[config.mk]
export PLATFORM = sky130hd
export DESIGN_NAME = keypad_scanner
export DESIGN_NICKNAME = d
export VERILOG_FILES = /design/src/rtl/keypad_scanner.sv
export SDC_FILE = /design/constraint.sdc
export NUM_CORES = 1
export LEC_CHECK = 0
export CAP_MARGIN = 0
export CORE_ASPECT_RATIO = 1.5
export CORE_MARGIN = 3
export CORE_UTILIZATION = 40
export CTS_CLUSTER_DIAMETER = 100
export CTS_CLUSTER_SIZE = 20
export DETAILED_ROUTE_END_ITERATION = 10
export PLACE_DENSITY = 0.59
export SLEW_MARGIN = 40
export SYNTH_ARGS = -nofsm -noshare
export SYNTH_HDL_FRONTEND = slang
export SYNTH_SLANG_ARGS = --single-unit
[constraint.sdc]
create_clock -name clk -period 5.6 [get_ports clk]
set_clock_uncertainty 0.15 [all_clocks]
set_input_delay 1.68 -clock clk [delete_from_list [all_inputs] [get_ports clk]]
set_output_delay 1.68 -clock clk [all_outputs]
set_load 0.1 [all_outputs]
[src/rtl/keypad_scanner.sv]
// 4x4 active-low matrix keypad scanner: synchronises the rows, rotates the column drive,
// debounces whole-keypad scan results and emits one single-cycle event per accepted key.
module keypad_scanner #(
  parameter int SCAN_DIV       = 50000,
  parameter int DEBOUNCE_SCANS = 4
) (
  input  logic       clk,
  input  logic       clear,
  input  logic [3:0] row_in,
  output logic [3:0] col_out,
  output logic       num_pressed,
  output logic [3:0] digit,
  output logic       op_selected,
  output logic [1:0] op_code,
  output logic       eq_pressed,
  output logic       clr_pressed
);

  localparam int DW = (SCAN_DIV > 1) ? $clog2(SCAN_DIV) : 1;
  localparam int CW = $clog2(DEBOUNCE_SCANS + 2);
  localparam logic [DW-1:0] DIV_LAST = DW'(SCAN_DIV - 1);
  localparam logic [CW-1:0] CNT_TOP  = CW'(DEBOUNCE_SCANS);

  typedef enum logic [1:0] {S_IDLE, S_DEBOUNCE, S_HELD, S_RELEASE} state_t;

  logic [3:0]    r_sync1, r_sync2;
  logic [DW-1:0] r_div_cnt;
  logic [1:0]    r_col_idx;
  logic [1:0]    r_acc_cnt;
  logic [3:0]    r_acc_code;
  state_t        r_state;
  logic [3:0]    r_cand;
  logic [CW-1:0] r_cnt;
  logic          r_num, r_op, r_eq, r_clr;
  logic [3:0]    r_digit;
  logic [1:0]    r_op_code;

  logic          w_sample, w_scan_done, w_none, w_one, w_accept;
  logic [3:0]    w_rows;
  logic [2:0]    w_col_cnt, w_sum;
  logic [1:0]    w_col_row, w_scan_cnt;
  logic [3:0]    w_scan_code;
  state_t        w_state_next;
  logic [3:0]    w_cand_next;
  logic [CW-1:0] w_cnt_next, w_cnt_inc;
  logic [1:0]    w_key_row, w_key_col;
  logic [3:0]    w_digit_val;

  assign col_out  = ~(4'b0001 << r_col_idx);
  assign w_sample = (r_div_cnt == DIV_LAST);
  assign w_rows   = ~r_sync2;

  // Count active rows in the current column; the downward loop leaves the lowest active row.
  always_comb begin
    w_col_cnt = 3'd0;
    w_col_row = 2'd0;
    for (int i = 3; i >= 0; i--) begin
      if (w_rows[i]) begin
        w_col_cnt = w_col_cnt + 3'd1;
        w_col_row = 2'(i);
      end
    end
  end

  // Key count saturates at 2, which stands for "two or more" (ghosting / multi-key).
  assign w_sum       = {1'b0, r_acc_cnt} + w_col_cnt;
  assign w_scan_cnt  = (w_sum >= 3'd2) ? 2'd2 : w_sum[1:0];
  assign w_scan_code = (r_acc_cnt == 2'd0) ? {w_col_row, r_col_idx} : r_acc_code;
  assign w_scan_done = w_sample && (r_col_idx == 2'd3);
  assign w_none      = (w_scan_cnt == 2'd0);
  assign w_one       = (w_scan_cnt == 2'd1);
  assign w_cnt_inc   = r_cnt + CW'(1);

  always_comb begin
    w_state_next = r_state;
    w_cand_next  = r_cand;
    w_cnt_next   = r_cnt;
    w_accept     = 1'b0;
    if (w_scan_done) begin
      case (r_state)
        S_IDLE: if (w_one) begin
          w_cand_next = w_scan_code;
          w_cnt_next  = CW'(1);
          if (DEBOUNCE_SCANS == 1) begin
            w_accept     = 1'b1;
            w_state_next = S_HELD;
          end else begin
            w_state_next = S_DEBOUNCE;
          end
        end
        S_DEBOUNCE: if (w_one && (w_scan_code == r_cand)) begin
          w_cnt_next = w_cnt_inc;
          if (w_cnt_inc == CNT_TOP) begin
            w_accept     = 1'b1;
            w_state_next = S_HELD;
          end
        end else begin
          w_state_next = S_IDLE;
        end
        S_HELD: if (w_none) begin
          w_cnt_next   = CW'(1);
          w_state_next = S_RELEASE;
        end
        S_RELEASE: if (w_none) begin
          w_cnt_next = w_cnt_inc;
          if (w_cnt_inc >= CNT_TOP) w_state_next = S_IDLE;
        end else begin
          w_state_next = S_HELD;
        end
        default: w_state_next = S_IDLE;
      endcase
    end
  end

  assign w_key_row   = w_cand_next[3:2];
  assign w_key_col   = w_cand_next[1:0];
  assign w_digit_val = 4'({2'b00, w_key_row} * 4'd3 + {2'b00, w_key_col} + 4'd1);

  always_ff @(posedge clk or negedge clear) begin
    if (!clear) begin
      r_sync1    <= 4'hF;
      r_sync2    <= 4'hF;
      r_div_cnt  <= '0;
      r_col_idx  <= 2'd0;
      r_acc_cnt  <= 2'd0;
      r_acc_code <= 4'd0;
      r_state    <= S_IDLE;
      r_cand     <= 4'd0;
      r_cnt      <= '0;
      r_num      <= 1'b0;
      r_op       <= 1'b0;
      r_eq       <= 1'b0;
      r_clr      <= 1'b0;
      r_digit    <= 4'd0;
      r_op_code  <= 2'd0;
    end else begin
      r_sync1 <= row_in;
      r_sync2 <= r_sync1;
      if (w_sample) begin
        r_div_cnt <= '0;
        r_col_idx <= r_col_idx + 2'd1;
        if (r_col_idx == 2'd3) begin
          r_acc_cnt  <= 2'd0;
          r_acc_code <= 4'd0;
        end else begin
          r_acc_cnt  <= w_scan_cnt;
          r_acc_code <= w_scan_code;
        end
      end else begin
        r_div_cnt <= r_div_cnt + DW'(1);
      end
      r_state <= w_state_next;
      r_cand  <= w_cand_next;
      r_cnt   <= w_cnt_next;
      r_num   <= 1'b0;
      r_op    <= 1'b0;
      r_eq    <= 1'b0;
      r_clr   <= 1'b0;
      // Column 3 holds the operators; row 3 holds C, 0 and '='.
      if (w_accept) begin
        if (w_key_col == 2'd3) begin
          r_op      <= 1'b1;
          r_op_code <= w_key_row;
        end else if (w_key_row == 2'd3) begin
          case (w_key_col)
            2'd0:    r_clr <= 1'b1;
            2'd1:    begin r_num <= 1'b1; r_digit <= 4'd0; end
            default: r_eq  <= 1'b1;
          endcase
        end else begin
          r_num   <= 1'b1;
          r_digit <= w_digit_val;
        end
      end
    end
  end

  assign num_pressed = r_num;
  assign op_selected = r_op;
  assign eq_pressed  = r_eq;
  assign clr_pressed = r_clr;
  assign digit       = r_digit;
  assign op_code     = r_op_code;

endmodule

==> flow_results.xml, run 1 <==
<?xml version="1.0" encoding="UTF-8"?>
<metrics>
  <group name="synth">
    <metric name="number_of_unique_standard_cell_types_used_by_synthesis" unit="">51</metric>
    <metric name="ys_warn_count" unit="">0</metric>
    <metric name="post_synth_inst_count" unit="">288</metric>
    <metric name="synth.top_cell.area_share" unit="%">36.7</metric>
    <metric name="yosys-top-cells-area" unit="">sky130_fd_sc_hd__dfrtp_1 37%, sky130_fd_sc_hd__ha_1 7.2%, sky130_fd_sc_hd__dfstp_2 7.2%, sky130_fd_sc_hd__xor2_1 4.2%, sky130_fd_sc_hd__xnor2_1 3.3%</metric>
    <metric name="synthesis.area_per_instance" unit="um2">10.2</metric>
    <metric name="synth_area_leader_cell" unit="">sky130_fd_sc_hd__dfrtp_1</metric>
    <metric name="postSynthNetCount" unit="">313</metric>
    <metric name="ys_dominant_reg_cell" unit="">sky130_fd_sc_hd__dfrtp_1</metric>
    <metric name="synth.cell_area" unit="um2">2930</metric>
    <metric name="synth-async-reset-ratio" unit="%">100</metric>
    <metric name="postSynthRegisterBits" unit="">51</metric>
    <metric name="synth_enable_flop_cells" unit="">0</metric>
    <metric name="yosysSeqAreaShare" unit="%">43.8</metric>
  </group>
  <group name="final_layout">
    <metric name="layout.nets" unit="">333</metric>
    <metric name="final_core_utilization" unit="%">46.9</metric>
    <metric name="area_growth_syn_to_layout" unit="%">11.6</metric>
    <metric name="finish.cell_count_without_fillers" unit="">406</metric>
    <metric name="insertedDiodeCount" unit="">0</metric>
    <metric name="final_layout_size_suffix_gt1_share" unit="%">15.2</metric>
  </group>
  <group name="pwr">
    <metric name="max-vdd-ir-drop" unit="mV">0.112</metric>
    <metric name="total_power" unit="uW">696</metric>
    <metric name="leakage" unit="nW">1.52</metric>
    <metric name="power.density_cell_area" unit="nW/um2">212</metric>
  </group>
  <group name="floorplan">
    <metric name="core_region_area" unit="um2">6990</metric>
    <metric name="die_height" unit="um">111</metric>
    <metric name="pin_count" unit="">20</metric>
    <metric name="starting_density_of_the_core" unit="%">42.0</metric>
    <metric name="die_width" unit="um">75.9</metric>
    <metric name="fp-row-count" unit="">37</metric>
    <metric name="die_area" unit="um2">8420</metric>
  </group>
  <group name="worst_setup_path">
    <metric name="crit_path_end_kind" unit="">flop</metric>
    <metric name="critical_path.max_fanout" unit="">11</metric>
    <metric name="path_cells" unit="">inv_1 -&gt; ha_1 -&gt; xnor2_1 -&gt; ha_1 -&gt; mux2_2 -&gt; fa_1 -&gt; xnor3_2 -&gt; nor4_1 -&gt; buf_4 -&gt; nor3b_1 -&gt; a21oi_1 -&gt; ha_1 -&gt; inv_1 -&gt; fa_1 -&gt; xor2_1 -&gt; o21ai_0</metric>
    <metric name="critPathRequiredTime" unit="ns">5.68</metric>
    <metric name="critical-path-top-delay-family" unit="">adder cells</metric>
    <metric name="path_buf_inv" unit="">3</metric>
    <metric name="timing.critical_path.slowest_stage_cell" unit="">sky130_fd_sc_hd__dfstp_2</metric>
    <metric name="timing.reg2reg.setup_slack" unit="ns">0.81</metric>
    <metric name="timing.critical_path.mode_cell" unit="">sky130_fd_sc_hd__ha_1</metric>
    <metric name="timing.critical_path.slowest_cell_delay" unit="ns">0.56</metric>
    <metric name="setup_cp_type" unit="">flop to flop</metric>
    <metric name="critPathLaunchType" unit="">flop</metric>
    <metric name="critPathArrivalTime" unit="ns">4.87</metric>
  </group>
  <group name="drt">
    <metric name="router_iterations_before_antenna_repair" unit="">4</metric>
    <metric name="postRouteWirelength" unit="um">5970</metric>
    <metric name="drt_iter0_markers" unit="">113</metric>
    <metric name="antenna_violating_nets_post_route" unit="">0</metric>
    <metric name="wl_per_cell" unit="um">14.7</metric>
    <metric name="detail_route.drc_violations" unit="">0</metric>
    <metric name="routed_via_density" unit="">5.33</metric>
    <metric name="route.vias.total" unit="">2162</metric>
  </group>
  <group name="placement">
    <metric name="place.gp.congestion" unit="">0.826</metric>
    <metric name="io_buffer_count" unit="">19</metric>
    <metric name="post-place-cells" unit="">398</metric>
    <metric name="post-dp-hpwl" unit="um">4450</metric>
  </group>
  <group name="cts">
    <metric name="clockRootBuffer" unit="">sky130_fd_sc_hd__clkbuf_8</metric>
    <metric name="clk_pin_slew" unit="ns">0.09</metric>
    <metric name="post_cts.resized_instances" unit="">0</metric>
    <metric name="ctsLongestPathBuffers" unit="">2</metric>
    <metric name="clock-sinks" unit="">51</metric>
    <metric name="cts_max_level" unit="">2</metric>
    <metric name="cts_setup_buffers" unit="">0</metric>
    <metric name="insertion_delay" unit="ns">0.31</metric>
    <metric name="ctsHoldBuffers" unit="">0</metric>
    <metric name="clock_tree_from_tritoncts" unit="">built</metric>
    <metric name="cts_inserted_buffers" unit="">5</metric>
  </group>
  <group name="grt">
    <metric name="grt_pass1_vias" unit="">2182</metric>
    <metric name="grt_util_all_layers" unit="%">15.1</metric>
    <metric name="grt.busiest_layer" unit="">met2</metric>
    <metric name="global_route_wire_length_before_repair" unit="um">10400</metric>
    <metric name="grt_antenna_before_repair" unit="">0</metric>
    <metric name="globalRouteMet2Util" unit="%">27.3</metric>
    <metric name="globalRouteOverflowTotal" unit="">0</metric>
    <metric name="grt_util_met1" unit="%">17.8</metric>
    <metric name="grt.met3_usage" unit="%">2.28</metric>
    <metric name="grt_start_max_net_pins" unit="">52</metric>
  </group>
  <group name="run">
    <metric name="cap_violations" unit="">0</metric>
  </group>
  <group name="timing">
    <metric name="post-route-min-period" unit="ns">4.79</metric>
    <metric name="final_hold_viol_count" unit="">0</metric>
    <metric name="setup_viol" unit="">0</metric>
    <metric name="pins_over_their_slew_limit" unit="">0</metric>
    <metric name="maxClockFrequency" unit="GHz">0.209</metric>
    <metric name="fin_setup_tns" unit="ns">0</metric>
    <metric name="timing_worst_slew_pin_value" unit="ns">0.806</metric>
    <metric name="setup_repair_after_global_routing_missed_its_margin" unit="">false</metric>
    <metric name="post-route-period-util" unit="%">85.5</metric>
    <metric name="max_slew_margin" unit="%">46.0</metric>
  </group>
  <group name="status">
    <metric name="run_status" unit="">completed</metric>
  </group>
  <group name="hold_path">
    <metric name="worstHoldPathType" unit="">flop to flop</metric>
  </group>
</metrics>
-- final timing paths --
| check | from | to | depth (start not counted) |
|---|---|---|---|
| worst max-delay path | r_sync2[2] | digit[2] | 16 |
| worst min-delay path | r_sync1[0] | r_sync2[0] | 0 |
| worst max register to register | r_sync2[2] | digit[2] | 16 |
| worst min register to register | r_sync1[0] | r_sync2[0] | 0 |
| max in group asynchronous | clear | op_code[1] | 2 |
| min in group asynchronous | clear | r_acc_code[2] | 2 |
-- Yosys cell counts (all sizes together) (6+ instances only) --
master	instances
clkbuf	8
nand2	18
ha	17
mux2	6
o21ai	11
xor2	14
nand2b	6
and3	10
xnor2	11
nand3	10
o31ai	7
a21oi	7
nand4	6
dfstp	8
inv	15
dfrtp	43
mux2i	7
nor2	26
-- metal layers --
metal	part of all wire, %	vias up
li1	-	1064
met1	44	1067
met5	0	-
met4	2.1	0
met3	2.0	8
met2	52	23
-- worst reg2reg max path, delay by kind of cell (launching register included) --
family          cells  cell delay, ns
compound gates      2            0.29
xor+xnor            3            0.86
fa+ha+maj           5            1.68
buf+inv             3            0.33
flops               1            0.56
mux                 1            0.27
simple gates        2            0.57
-- cell usage in the layout (no fill, tap or decap), types with 4 or more instances in the layout --
master,count
sky130_fd_sc_hd__dfrtp_1,43
sky130_fd_sc_hd__nor2_1,25
sky130_fd_sc_hd__nand2_1,18
sky130_fd_sc_hd__ha_1,17
sky130_fd_sc_hd__inv_1,15
sky130_fd_sc_hd__buf_2,15
sky130_fd_sc_hd__xor2_1,14
sky130_fd_sc_hd__xnor2_1,11
sky130_fd_sc_hd__o21ai_0,11
sky130_fd_sc_hd__and3_1,10
sky130_fd_sc_hd__nand3_1,10
sky130_fd_sc_hd__dfstp_2,8
sky130_fd_sc_hd__mux2i_1,7
sky130_fd_sc_hd__a21oi_1,7
sky130_fd_sc_hd__o31ai_1,7
sky130_fd_sc_hd__nand2b_1,6
sky130_fd_sc_hd__nand4_1,6
sky130_fd_sc_hd__clkbuf_8,6
sky130_fd_sc_hd__mux2_2,5
sky130_fd_sc_hd__a31oi_1,4
sky130_fd_sc_hd__and2_1,4
sky130_fd_sc_hd__clkdlybuf4s50_1,4
-- power by group --
part,switching [mW],internal [mW],leakage (nW)
clock network,0.122,0.145,0.0612
registers,0.00248,0.373,0.671
logic,0.0335,0.0196,0.793
-- kinds of logic after synthesis --
kind of cell / Yosys count / synth area share, %
multiplexers: 13 / 4.82
buffers and inverters: 24 / 3.11
AO/OA/AOI/OAI: 46 / 10.4
AND/OR/NAND/NOR: 109 / 20.9
XOR/XNOR: 26 / 8.27
adder cells (fa/ha/maj): 19 / 8.61
flip-flops: 51 / 43.8
-- area by class of cell --
type	instances	area [um2]
multi-input cells	213	1560
repair buffers	22	138
well taps	97	121
clock buffers	6	82.6
clock inverters	2	35.0
fillers	685	3710
inverters	15	56.3
flip-flops and latches	51	1290
-- registers in the layout, summed over array words and instances, names as in the netlist, 2 cells and up --
register,count
digit,4
op_code,2
r_acc_cnt,2
r_acc_code,4
r_cand,4
r_cnt,3
r_col_idx,2
r_div_cnt,16
r_state,2
r_sync1,4
r_sync2,4
-- metrics by stage --
step / area (um2) / setup WS [ns] / hold WS (ns)
2_1_floorplan: 2930 / 0.967 / 0.195
6_report: 3280 / 0.814 / 0.205
3_5_place_dp: 3160 / 0.809 / 0.197
3_3_place_gp: 3230 / 0.895 / 0.196
4_1_cts: 3280 / 0.762 / 0.203
5_1_grt: 3280 / 0.433 / 0.206
(Power assumes the default switching activity.)
==> inputs of run 2 (changes only) <==
ABC_AREA = 1   (was unset)
clock period = 5.9 ns   (was 5.6 ns; I/O delays follow)
==> run 2 against run 1 <==
Via count shrank 3.7%; flip-flop and latch count unchanged; critical path depth rose by 8; cell area shrank 3.3%; routed wire length fell by 18%; die area down 2.8%; fmax grew 10%; clock power shrank 12%; critical path type unchanged.
==> flow_results.xml, run 2 <==
<?xml version="1.0" encoding="UTF-8"?>
<metrics>
  <group name="final_layout">
    <metric name="area_growth_syn_to_layout" unit="%">11.3</metric>
    <metric name="final_layout_size_suffix_gt1_share" unit="%">16.9</metric>
    <metric name="largest_register_ff_count" unit="">16</metric>
    <metric name="fillCellCount" unit="">663</metric>
    <metric name="insertedDiodeCount" unit="">0</metric>
    <metric name="top_register" unit="">r_div_cnt</metric>
    <metric name="leading_cell_type_in_the_layout_fill_and_taps_excluded" unit="">sky130_fd_sc_hd__nand2_1</metric>
    <metric name="layout.nets" unit="">390</metric>
    <metric name="layout.cells.most_common_list" unit="">79 x sky130_fd_sc_hd__nand2_1, 52 x sky130_fd_sc_hd__inv_1, 43 x sky130_fd_sc_hd__dfrtp_1</metric>
  </group>
  <group name="timing">
    <metric name="fin_setup_tns" unit="ns">0</metric>
    <metric name="post-route-period-util" unit="%">73.4</metric>
    <metric name="setup_viol" unit="">0</metric>
    <metric name="final.hold.worst_slack" unit="ns">0.210</metric>
    <metric name="max_slew_margin" unit="%">57.2</metric>
    <metric name="setup_repair_after_global_routing_missed_its_margin" unit="">false</metric>
    <metric name="maxClockFrequency" unit="GHz">0.231</metric>
    <metric name="final_hold_viol_count" unit="">0</metric>
    <metric name="post-route-min-period" unit="ns">4.33</metric>
    <metric name="pins_over_their_slew_limit" unit="">0</metric>
    <metric name="timing_worst_slew_pin_value" unit="ns">0.643</metric>
  </group>
  <group name="cts">
    <metric name="insertion_delay" unit="ns">0.30</metric>
    <metric name="ctsLongestPathBuffers" unit="">2</metric>
    <metric name="ctsHoldBuffers" unit="">0</metric>
    <metric name="cts_max_level" unit="">2</metric>
    <metric name="clockRootBuffer" unit="">sky130_fd_sc_hd__clkbuf_8</metric>
    <metric name="clock-sinks" unit="">51</metric>
    <metric name="clock_tree_from_tritoncts" unit="">built</metric>
    <metric name="cts_inserted_buffers" unit="">5</metric>
    <metric name="post_cts.resized_instances" unit="">0</metric>
    <metric name="clk_pin_slew" unit="ns">0.09</metric>
    <metric name="cts_setup_buffers" unit="">0</metric>
  </group>
  <group name="synth">
    <metric name="yosys.cell_count.top_type" unit="">sky130_fd_sc_hd__nand2_1</metric>
    <metric name="ys_dominant_reg_cell" unit="">sky130_fd_sc_hd__dfrtp_1</metric>
    <metric name="synth_enable_flop_cells" unit="">0</metric>
    <metric name="synth_area_leader_cell" unit="">sky130_fd_sc_hd__dfrtp_1</metric>
    <metric name="synth-async-reset-ratio" unit="%">100</metric>
    <metric name="synthesis.area_per_instance" unit="um2">8.39</metric>
    <metric name="synth.cells.most_frequent" unit="">79 x sky130_fd_sc_hd__nand2_1, 52 x sky130_fd_sc_hd__inv_1, 43 x sky130_fd_sc_hd__dfrtp_1</metric>
    <metric name="synth.cell_area" unit="um2">2850</metric>
    <metric name="yosysSeqAreaShare" unit="%">45.2</metric>
    <metric name="post_synth_inst_count" unit="">339</metric>
    <metric name="number_of_unique_standard_cell_types_used_by_synthesis" unit="">31</metric>
    <metric name="postSynthRegisterBits" unit="">51</metric>
    <metric name="ys_warn_count" unit="">0</metric>
    <metric name="yosys-top-cells-area" unit="">sky130_fd_sc_hd__dfrtp_1 38%, sky130_fd_sc_hd__nand2_1 10%, sky130_fd_sc_hd__ha_1 7.5%, sky130_fd_sc_hd__dfstp_2 7.4%, sky130_fd_sc_hd__inv_1 6.9%</metric>
    <metric name="synth.top_cell.area_share" unit="%">37.8</metric>
    <metric name="postSynthNetCount" unit="">364</metric>
  </group>
  <group name="worst_setup_path">
    <metric name="timing.critical_path.slowest_cell_delay" unit="ns">0.57</metric>
    <metric name="timing.critical_path.slowest_stage_cell" unit="">sky130_fd_sc_hd__dfstp_2</metric>
    <metric name="critPathArrivalTime" unit="ns">4.42</metric>
    <metric name="r2r_start" unit="">r_sync2[2]</metric>
    <metric name="path_cells" unit="">inv_1 -&gt; ha_1 -&gt; xnor2_1 -&gt; ha_1 -&gt; nand2_1 -&gt; nand2_1 -&gt; fa_1 -&gt; inv_1 -&gt; nand3_2 -&gt; nand3_2 -&gt; nand3_4 -&gt; nor2_8 -&gt; nand3_1 -&gt; nand2_2 -&gt; nand2_4 -&gt; inv_2 -&gt; nor2_1 -&gt; ha_1 -&gt; inv_1 -&gt; fa_1 -&gt; xor2_1 -&gt; nor2_1 -&gt; nand3_1 -&gt; nand2_1</metric>
    <metric name="worst_flop_to_flop_path_endpoint" unit="">digit[2]</metric>
    <metric name="r2r_cells" unit="">24</metric>
    <metric name="timing.reg2reg.setup_slack" unit="ns">1.57</metric>
    <metric name="critPathLaunchType" unit="">flop</metric>
    <metric name="setup_cp_type" unit="">flop to flop</metric>
    <metric name="critPathRequiredTime" unit="ns">5.99</metric>
    <metric name="crit_path_end_kind" unit="">flop</metric>
    <metric name="critical_path.max_fanout" unit="">7</metric>
  </group>
  <group name="grt">
    <metric name="globalRouteOverflowTotal" unit="">0</metric>
    <metric name="grt_antenna_before_repair" unit="">0</metric>
    <metric name="grt_util_met1" unit="%">14.9</metric>
    <metric name="grt.met3_usage" unit="%">2.47</metric>
    <metric name="globalRouteMet2Util" unit="%">25.4</metric>
    <metric name="grt.busiest_layer" unit="">met2</metric>
    <metric name="grt_start_max_net_pins" unit="">52</metric>
    <metric name="grt_util_all_layers" unit="%">13.5</metric>
    <metric name="global_route_wire_length_before_repair" unit="um">8760</metric>
    <metric name="grt_pass1_vias" unit="">2072</metric>
  </group>
  <group name="drt">
    <metric name="detail_route.drc_violations" unit="">0</metric>
    <metric name="routed_via_density" unit="">4.69</metric>
    <metric name="wl_per_cell" unit="um">11.1</metric>
    <metric name="drt_iter0_markers" unit="">105</metric>
    <metric name="antenna_violating_nets_post_route" unit="">0</metric>
    <metric name="postRouteWirelength" unit="um">4910</metric>
    <metric name="route.vias.total" unit="">2081</metric>
    <metric name="router_iterations_before_antenna_repair" unit="">4</metric>
  </group>
  <group name="floorplan">
    <metric name="die_area" unit="um2">8180</metric>
    <metric name="core_region_area" unit="um2">6900</metric>
    <metric name="die_width" unit="um">74.9</metric>
    <metric name="pin_count" unit="">20</metric>
    <metric name="starting_density_of_the_core" unit="%">41.2</metric>
    <metric name="fp-row-count" unit="">37</metric>
    <metric name="die_height" unit="um">109</metric>
  </group>
  <group name="hold_path">
    <metric name="min_from" unit="">r_sync1[3]</metric>
    <metric name="worstHoldPathType" unit="">flop to flop</metric>
    <metric name="min_path_cells" unit="">0</metric>
    <metric name="worst_hold_path.endpoint" unit="">r_sync2[3]</metric>
  </group>
  <group name="placement">
    <metric name="place.gp.congestion" unit="">0.877</metric>
    <metric name="post-dp-hpwl" unit="um">3770</metric>
    <metric name="io_buffer_count" unit="">19</metric>
  </group>
  <group name="status">
    <metric name="run_status" unit="">completed</metric>
  </group>
  <group name="run">
    <metric name="cap_violations" unit="">0</metric>
  </group>
  <group name="pwr">
    <metric name="max-vdd-ir-drop" unit="mV">0.144</metric>
    <metric name="leakage" unit="nW">1.67</metric>
    <metric name="power.density_cell_area" unit="nW/um2">201</metric>
  </group>
</metrics>
## run 2: cells by family after synthesis
logic type | Yosys count | synth area share (%)
flip-flops | 51 | 45.2
AND/OR/NAND/NOR | 169 | 29.2
XOR/XNOR | 11 | 3.39
AO/OA/AOI/OAI | 28 | 5.23
adder cells (fa/ha/maj) | 19 | 8.88
buffers and inverters | 61 | 8.05
## run 2: critical path, delay by kind of cell (launching register included)
| kind | cells | cell delay [ns] |
|---|---|---|
| buf+inv | 4 | 0.26 |
| simple gates | 13 | 1.23 |
| flops | 1 | 0.57 |
| fa+ha+maj | 5 | 1.68 |
| xor+xnor | 2 | 0.39 |
## run 2: per-layer routing
layer	vias to the layer above	part of all wire, %	routed length, um
li1	1105	-	-
met1	950	42	2040
met2	18	54	2670
met3	8	2.1	101
met4	0	2.0	98
met5	-	0	0
## run 2: worst max-delay path by stage
stage | from | slack (ns) | depth (start not counted) | end
floorplan | r_sync2[2] | 1.84 | 24 | digit[2]
global placement | r_sync2[2] | 1.70 | 24 | digit[2]
detailed placement | r_sync2[2] | 1.55 | 24 | digit[2]
CTS | r_sync2[2] | 1.54 | 24 | digit[2]
global route | r_sync2[2] | 1.24 | 24 | digit[2]
finish | r_sync2[2] | 1.57 | 24 | digit[2]
## run 2: layout make-up
type	count	area [um2]	share of cell area (%)
flip-flops and latches	51	1290	40.6
well taps	78	97.6	3.08
clock inverters	1	30.0	0.948
multi-input cells	227	1330	42.0
repair buffers	20	123	3.87
clock buffers	7	76.3	2.41
inverters	60	225	7.11
## run 2: power by group
group / total [mW] / internal, mW / switching, mW
Combinational: 0.0457 / 0.0153 / 0.0303
Clock: 0.236 / 0.127 / 0.109
Sequential: 0.356 / 0.354 / 0.00199
## run 2: stage by stage
stage	util [%]	power (mW)	worst slack, ns	cell area [um2]	cells
2_1_floorplan	-	0.393	1.84	2850	339
3_3_place_gp	45.4	0.409	1.70	3130	436
3_5_place_dp	44.4	0.410	1.55	3060	436
4_1_cts	45.9	0.652	1.54	3170	444
5_1_grt	45.9	0.671	1.24	3170	444
6_report	45.9	0.638	1.57	3170	444
